[config.mk]
export PLATFORM = sky130hd
export DESIGN_NAME = wb_stage
export DESIGN_NICKNAME = d
export VERILOG_FILES = /design/src/rtl/wb_stage.sv
export SDC_FILE = /design/constraint.sdc
export NUM_CORES = 1
export LEC_CHECK = 0
export BUFFER_PORTS_ARGS = -buffer_cell sky130_fd_sc_hd__buf_2
export CORE_MARGIN = 5
export CORE_UTILIZATION = 40
export DETAILED_ROUTE_END_ITERATION = 8
export GPL_ROUTABILITY_DRIVEN = 0
export GPL_TIMING_DRIVEN = 0
export PLACE_DENSITY = 0.7
export SYNTH_ARGS = -nofsm -noshare
export SYNTH_HDL_FRONTEND = slang
export SYNTH_SLANG_ARGS = --single-unit
[constraint.sdc]
create_clock -name clk -period 2.8 [get_ports clk]
set_input_delay 0 -clock clk [delete_from_list [all_inputs] [get_ports clk]]
set_output_delay 0 -clock clk [all_outputs]
set_load 0.03 [all_outputs]
[src/rtl/wb_stage.sv]
// Write-back stage: retires one instruction per cycle, waits on load responses,
// aligns/extends load data and drives the register-file write port.
module wb_stage (
    input  logic        clk,
    input  logic        rst,
    input  logic        valid_wb_i,
    input  logic [4:0]  Rd_wb_i,
    input  logic        RegWrite_wb_i,
    input  logic        MemtoReg_wb_i,
    input  logic [2:0]  func3_wb_i,
    input  logic [31:0] alu_result_wb_i,
    input  logic        dmem_rvalid_i,
    input  logic [31:0] dmem_rdata_i,
    output logic        stall_wb_o,
    output logic [4:0]  Rd_wb_o,
    output logic        RegWrite_wb_o,
    output logic [31:0] Wr_reg_data_wb_o,
    output logic        err_wb_o,
    output logic [63:0] instret_wb_o
);

    typedef enum logic [0:0] {StIdle, StWait} state_e;

    state_e      state_q, state_d;
    logic [4:0]  pend_rd_q, pend_rd_d;
    logic        pend_we_q, pend_we_d;
    logic [2:0]  pend_func3_q, pend_func3_d;
    logic [1:0]  pend_addr_q, pend_addr_d;
    logic [4:0]  rd_q, rd_d;
    logic        we_q, we_d;
    logic [31:0] data_q, data_d;
    logic        err_q, err_d;
    logic [63:0] instret_q, instret_d;

    logic        f3_legal;
    logic        misaligned;
    logic [7:0]  byte_lane;
    logic [15:0] half_lane;
    logic [31:0] load_data;

    always_comb begin
        unique case (func3_wb_i)
            3'b000, 3'b001, 3'b010, 3'b100, 3'b101: f3_legal = 1'b1;
            default:                                f3_legal = 1'b0;
        endcase
        misaligned = ((func3_wb_i[1:0] == 2'b01) && alu_result_wb_i[0]) ||
                     ((func3_wb_i == 3'b010) && (alu_result_wb_i[1:0] != 2'b00));
    end

    // Lane selection uses the latched address; rdata is a naturally aligned word.
    always_comb begin
        unique case (pend_addr_q)
            2'd0:    byte_lane = dmem_rdata_i[7:0];
            2'd1:    byte_lane = dmem_rdata_i[15:8];
            2'd2:    byte_lane = dmem_rdata_i[23:16];
            default: byte_lane = dmem_rdata_i[31:24];
        endcase
        half_lane = pend_addr_q[1] ? dmem_rdata_i[31:16] : dmem_rdata_i[15:0];
        case (pend_func3_q)
            3'b000:  load_data = {{24{byte_lane[7]}}, byte_lane};
            3'b001:  load_data = {{16{half_lane[15]}}, half_lane};
            3'b100:  load_data = {24'd0, byte_lane};
            3'b101:  load_data = {16'd0, half_lane};
            default: load_data = dmem_rdata_i;
        endcase
    end

    always_comb begin
        state_d      = state_q;
        pend_rd_d    = pend_rd_q;
        pend_we_d    = pend_we_q;
        pend_func3_d = pend_func3_q;
        pend_addr_d  = pend_addr_q;
        rd_d         = rd_q;
        we_d         = 1'b0;
        data_d       = data_q;
        err_d        = 1'b0;
        instret_d    = instret_q;

        unique case (state_q)
            StIdle: begin
                if (valid_wb_i) begin
                    if (!MemtoReg_wb_i) begin
                        we_d      = RegWrite_wb_i && (Rd_wb_i != 5'd0);
                        instret_d = instret_q + 64'd1;
                        if (we_d) begin
                            rd_d   = Rd_wb_i;
                            data_d = alu_result_wb_i;
                        end
                    end else if (f3_legal && !misaligned) begin
                        state_d      = StWait;
                        pend_rd_d    = Rd_wb_i;
                        pend_we_d    = RegWrite_wb_i;
                        pend_func3_d = func3_wb_i;
                        pend_addr_d  = alu_result_wb_i[1:0];
                    end else begin
                        err_d     = 1'b1;
                        instret_d = instret_q + 64'd1;
                    end
                end
            end
            default: begin
                if (dmem_rvalid_i) begin
                    state_d   = StIdle;
                    we_d      = pend_we_q && (pend_rd_q != 5'd0);
                    instret_d = instret_q + 64'd1;
                    if (we_d) begin
                        rd_d   = pend_rd_q;
                        data_d = load_data;
                    end
                end
            end
        endcase
    end

    always_ff @(posedge clk) begin
        if (rst) begin
            state_q      <= StIdle;
            pend_rd_q    <= 5'd0;
            pend_we_q    <= 1'b0;
            pend_func3_q <= 3'd0;
            pend_addr_q  <= 2'd0;
            rd_q         <= 5'd0;
            we_q         <= 1'b0;
            data_q       <= 32'd0;
            err_q        <= 1'b0;
            instret_q    <= 64'd0;
        end else begin
            state_q      <= state_d;
            pend_rd_q    <= pend_rd_d;
            pend_we_q    <= pend_we_d;
            pend_func3_q <= pend_func3_d;
            pend_addr_q  <= pend_addr_d;
            rd_q         <= rd_d;
            we_q         <= we_d;
            data_q       <= data_d;
            err_q        <= err_d;
            instret_q    <= instret_d;
        end
    end

    assign stall_wb_o       = (state_q == StWait);
    assign Rd_wb_o          = rd_q;
    assign RegWrite_wb_o    = we_q;
    assign Wr_reg_data_wb_o = data_q;
    assign err_wb_o         = err_q;
    assign instret_wb_o     = instret_q;

endmodule

==> out/results.tsv <==
metric	value	unit
tightest_slew	770	ps
grt_antenna_before_repair	0	
cts_tree	done	
use_met3	5.31	%
synthSimpleGateAreaFrac	27.8	%
r2r_end	Wr_reg_data_wb_o[18]	
synth_xor_area_share	3.26	%
clock-sinks	115	
numCtsBuffers	17	
synth_area	5920	um^2
vias	6658	
layout_common_cells	buf_2, dfxtp_1, nor2_1	
use_met2	34.2	%
final_common_cell	buf_2	
ant_nets	0	
grt.total_usage	22.6	%
slew_headroom	48.3	%
synth_edf_count	0	
grt_busiest_layer	met2	
p_int	3.23	mW
clk_latency	420	ps
met1_usage	30.0	%
rsz0062_at_grt	false	
numPortBuffers	181	
wl	20400	um
switchingPower	1.07	mW
hold_slack	17.4	ps
start_util	40.7	%
h-tree-depth	4	
comb_power_share	10.8	%
setup_tns	0	ps
fin_skew	8.96	ps
hp-class	in -> reg	
timing.final.max_slew_violations	0	
critical_path_arrival	3040	ps
num_antenna_cells	0	
core-area	14500	um^2
r2r_cells	8	
die_y	132	um
r2r-start	stall_wb_o	
rows	44	
die_area	17300	um^2
start_kind	flop	
synth_nets	784	
min_period	2690	ps
synth-compound-area-share	21.0	%
grt_max_degree	17	
status	complete, no violations	
critPathKind	reg -> reg	
area_delta_synth_final	39.2	%
cts.clk_slew.worst_paths	50	ps
critPathMaxFanout	10	
drive_gt1_share	26.2	%
post_cts_buffers	0	
synth_area_per_cell	8.39	um^2
nets	1044	
initialDrtViolationCount	472	
critPathTopFamily	buffers and inverters	
power.density	522	nW/um^2
r2r_setup_slack	110	ps
clock_power_share	49.8	%
ys_seq_area_share	38.9	%
switching_share	24.8	%
endpoint	Wr_reg_data_wb_o[18]	
viasPerCell	5.73	
maxCapViolations	0	
synth_cell_types	56	
async_reset_ff_share	0	%
ys.flop_type	dfxtp_1	
fill_cells	1355	
ios	182	
synthAdderAreaFrac	0.211	%
cp-startpoint	stall_wb_o	
setup-violations-final	0	
fmax	0.372	GHz
vdd_ir_drop_max	0.451	mV
synth_top_family_by_area	simple AND/OR/NAND/NOR gates	
cp.depth	8	
crit_buf_inv	3	
grt_pass1_wl	32600	um
critPathMaxStageDelay	570	ps
fin_crit_sh	96.0	%
yosys_warnings	0	
grt_pass1_vias	6340	
routedWlPerCell	17.6	um
cp_data_required_time	3150	ps
synth_cells	705	
die_x	132	um
pwr-share-seq	39.5	%
end_kind	flop	
worstHoldStart	alu_result_wb_i[12]	
ys_ff_latch	115	
grt_remaining_overflow	0	
synthMuxAreaShare	5.35	%
worstPathCellList	buf_4 > nor2b_1 > o2111ai_1 > and2_1 > buf_2 > nor2_1 > a32o_1 > dlygate4sd3_1	
p_leak	3.35	nW
root_buffer	clkbuf_16	
clockBufferDepth	2	
dp_hpwl	14600	um
drt_pass1_iterations	5	
slowest_stage	dlygate4sd3_1	
drc_errors	0	
hold_viol	0	
[sequential cells by signal (all words and copies together) (netlist names)]
name and count:
Wr_reg_data_wb_o 32, RegWrite_wb_o 1, err_wb_o 1, pend_rd_q 5, stall_wb_o 1, pend_func3_q 3, pend_addr_q 2, Rd_wb_o 5
pend_we_q 1, instret_wb_o 64
[power by group through the flow]
stage	sequential [mW]	combinational (mW)	clock [mW]
5_1_grt	1.70	0.498	2.23
3_5_place_dp	1.73	0.388	0
3_3_place_gp	1.73	0.386	0
4_1_cts	1.70	0.453	2.16
6_report	1.70	0.462	2.14
2_1_floorplan	1.78	0.176	0
[routing by layer]
metal  up-vias  share of wire, %
li1       3187                 -
met1      3102                46
met2       301                44
met3        68               6.4
met4         0               4.0
met5         -                 0
[cell type report]
class / count / area (um^2) / area share [%]
multi-input cells: 538 / 3410 / 41.4
flip-flops and latches: 115 / 2300 / 28.0
repair buffers: 241 / 1510 / 18.3
clock buffers: 21 / 470 / 5.71
well taps: 184 / 230 / 2.80
plain buffers: 44 / 179 / 2.17
clock inverters: 10 / 108 / 1.31
inverters: 8 / 30.0 / 0.365
[synthesized netlist by cell type (8+ instances only)]
cell / instances / area, um^2
or4_1: 18 / 135
dfxtp_1: 115 / 2300
nand4_1: 27 / 169
or3_1: 25 / 156
nor2_1: 70 / 263
inv_1: 8 / 30.0
clkbuf_1: 34 / 128
mux2_2: 9 / 101
nor3_1: 10 / 50.1
o21ai_0: 27 / 135
mux2i_1: 17 / 170
a21oi_1: 63 / 315
a211oi_1: 16 / 120
or2_2: 17 / 106
and3_1: 8 / 50.1
nor4_1: 12 / 75.1
a21o_1: 16 / 120
a32o_1: 17 / 170
o31ai_1: 15 / 113
nand3_1: 24 / 120
xnor2_1: 15 / 131
nand2_1: 52 / 195
nor2b_1: 8 / 50.1
[stage by stage]
step	instance area [um^2]	setup WS (ps)	util (%)	instances	total power, mW
floorplan	5920	498	-	705	1.96
global placement	7050	328	48.5	1070	2.12
detailed placement	7050	302	48.5	1070	2.12
CTS	8230	230	56.6	1161	4.31
global route	8230	11.5	56.7	1161	4.43
finish	8230	112	56.7	1161	4.30
[what timing repair did]
action,4_1_cts,5_1_grt
setup endpoints to repair,0,4
resized for setup,0,1
endpoints found under the hold margin,48,0
hold buffers,60,0
[cell families after synthesis]
family                     Yosys count
AOI/OAI and AO/OA                  187
buffers and inverters               52
muxes                               29
adders and majority gates            1
xor gates and xnor gates            22
DFF                                115
and+or+nand+nor                    299
[worst min path at each step]
stage | endpoint | cells after the start | slack (ps)
2_1_floorplan | err_wb_o | 2 | 120
4_1_cts | Wr_reg_data_wb_o[12] | 3 | 5
3_5_place_dp | err_wb_o | 3 | 260
3_3_place_gp | pend_we_q | 3 | 260
6_report | Wr_reg_data_wb_o[12] | 3 | 20
5_1_grt | Wr_reg_data_wb_o[4] | 3 | 30
[worst register-to-register path: stages (launching register included)]
cell and delay, ps:
dfxtp_1 330, buf_4 200, nor2b_1 220, o2111ai_1 160, and2_1 170, buf_2 180
nor2_1 520, a32o_1 280, dlygate4sd3_1 570
Note: power is estimated with default switching activity, not from simulation.
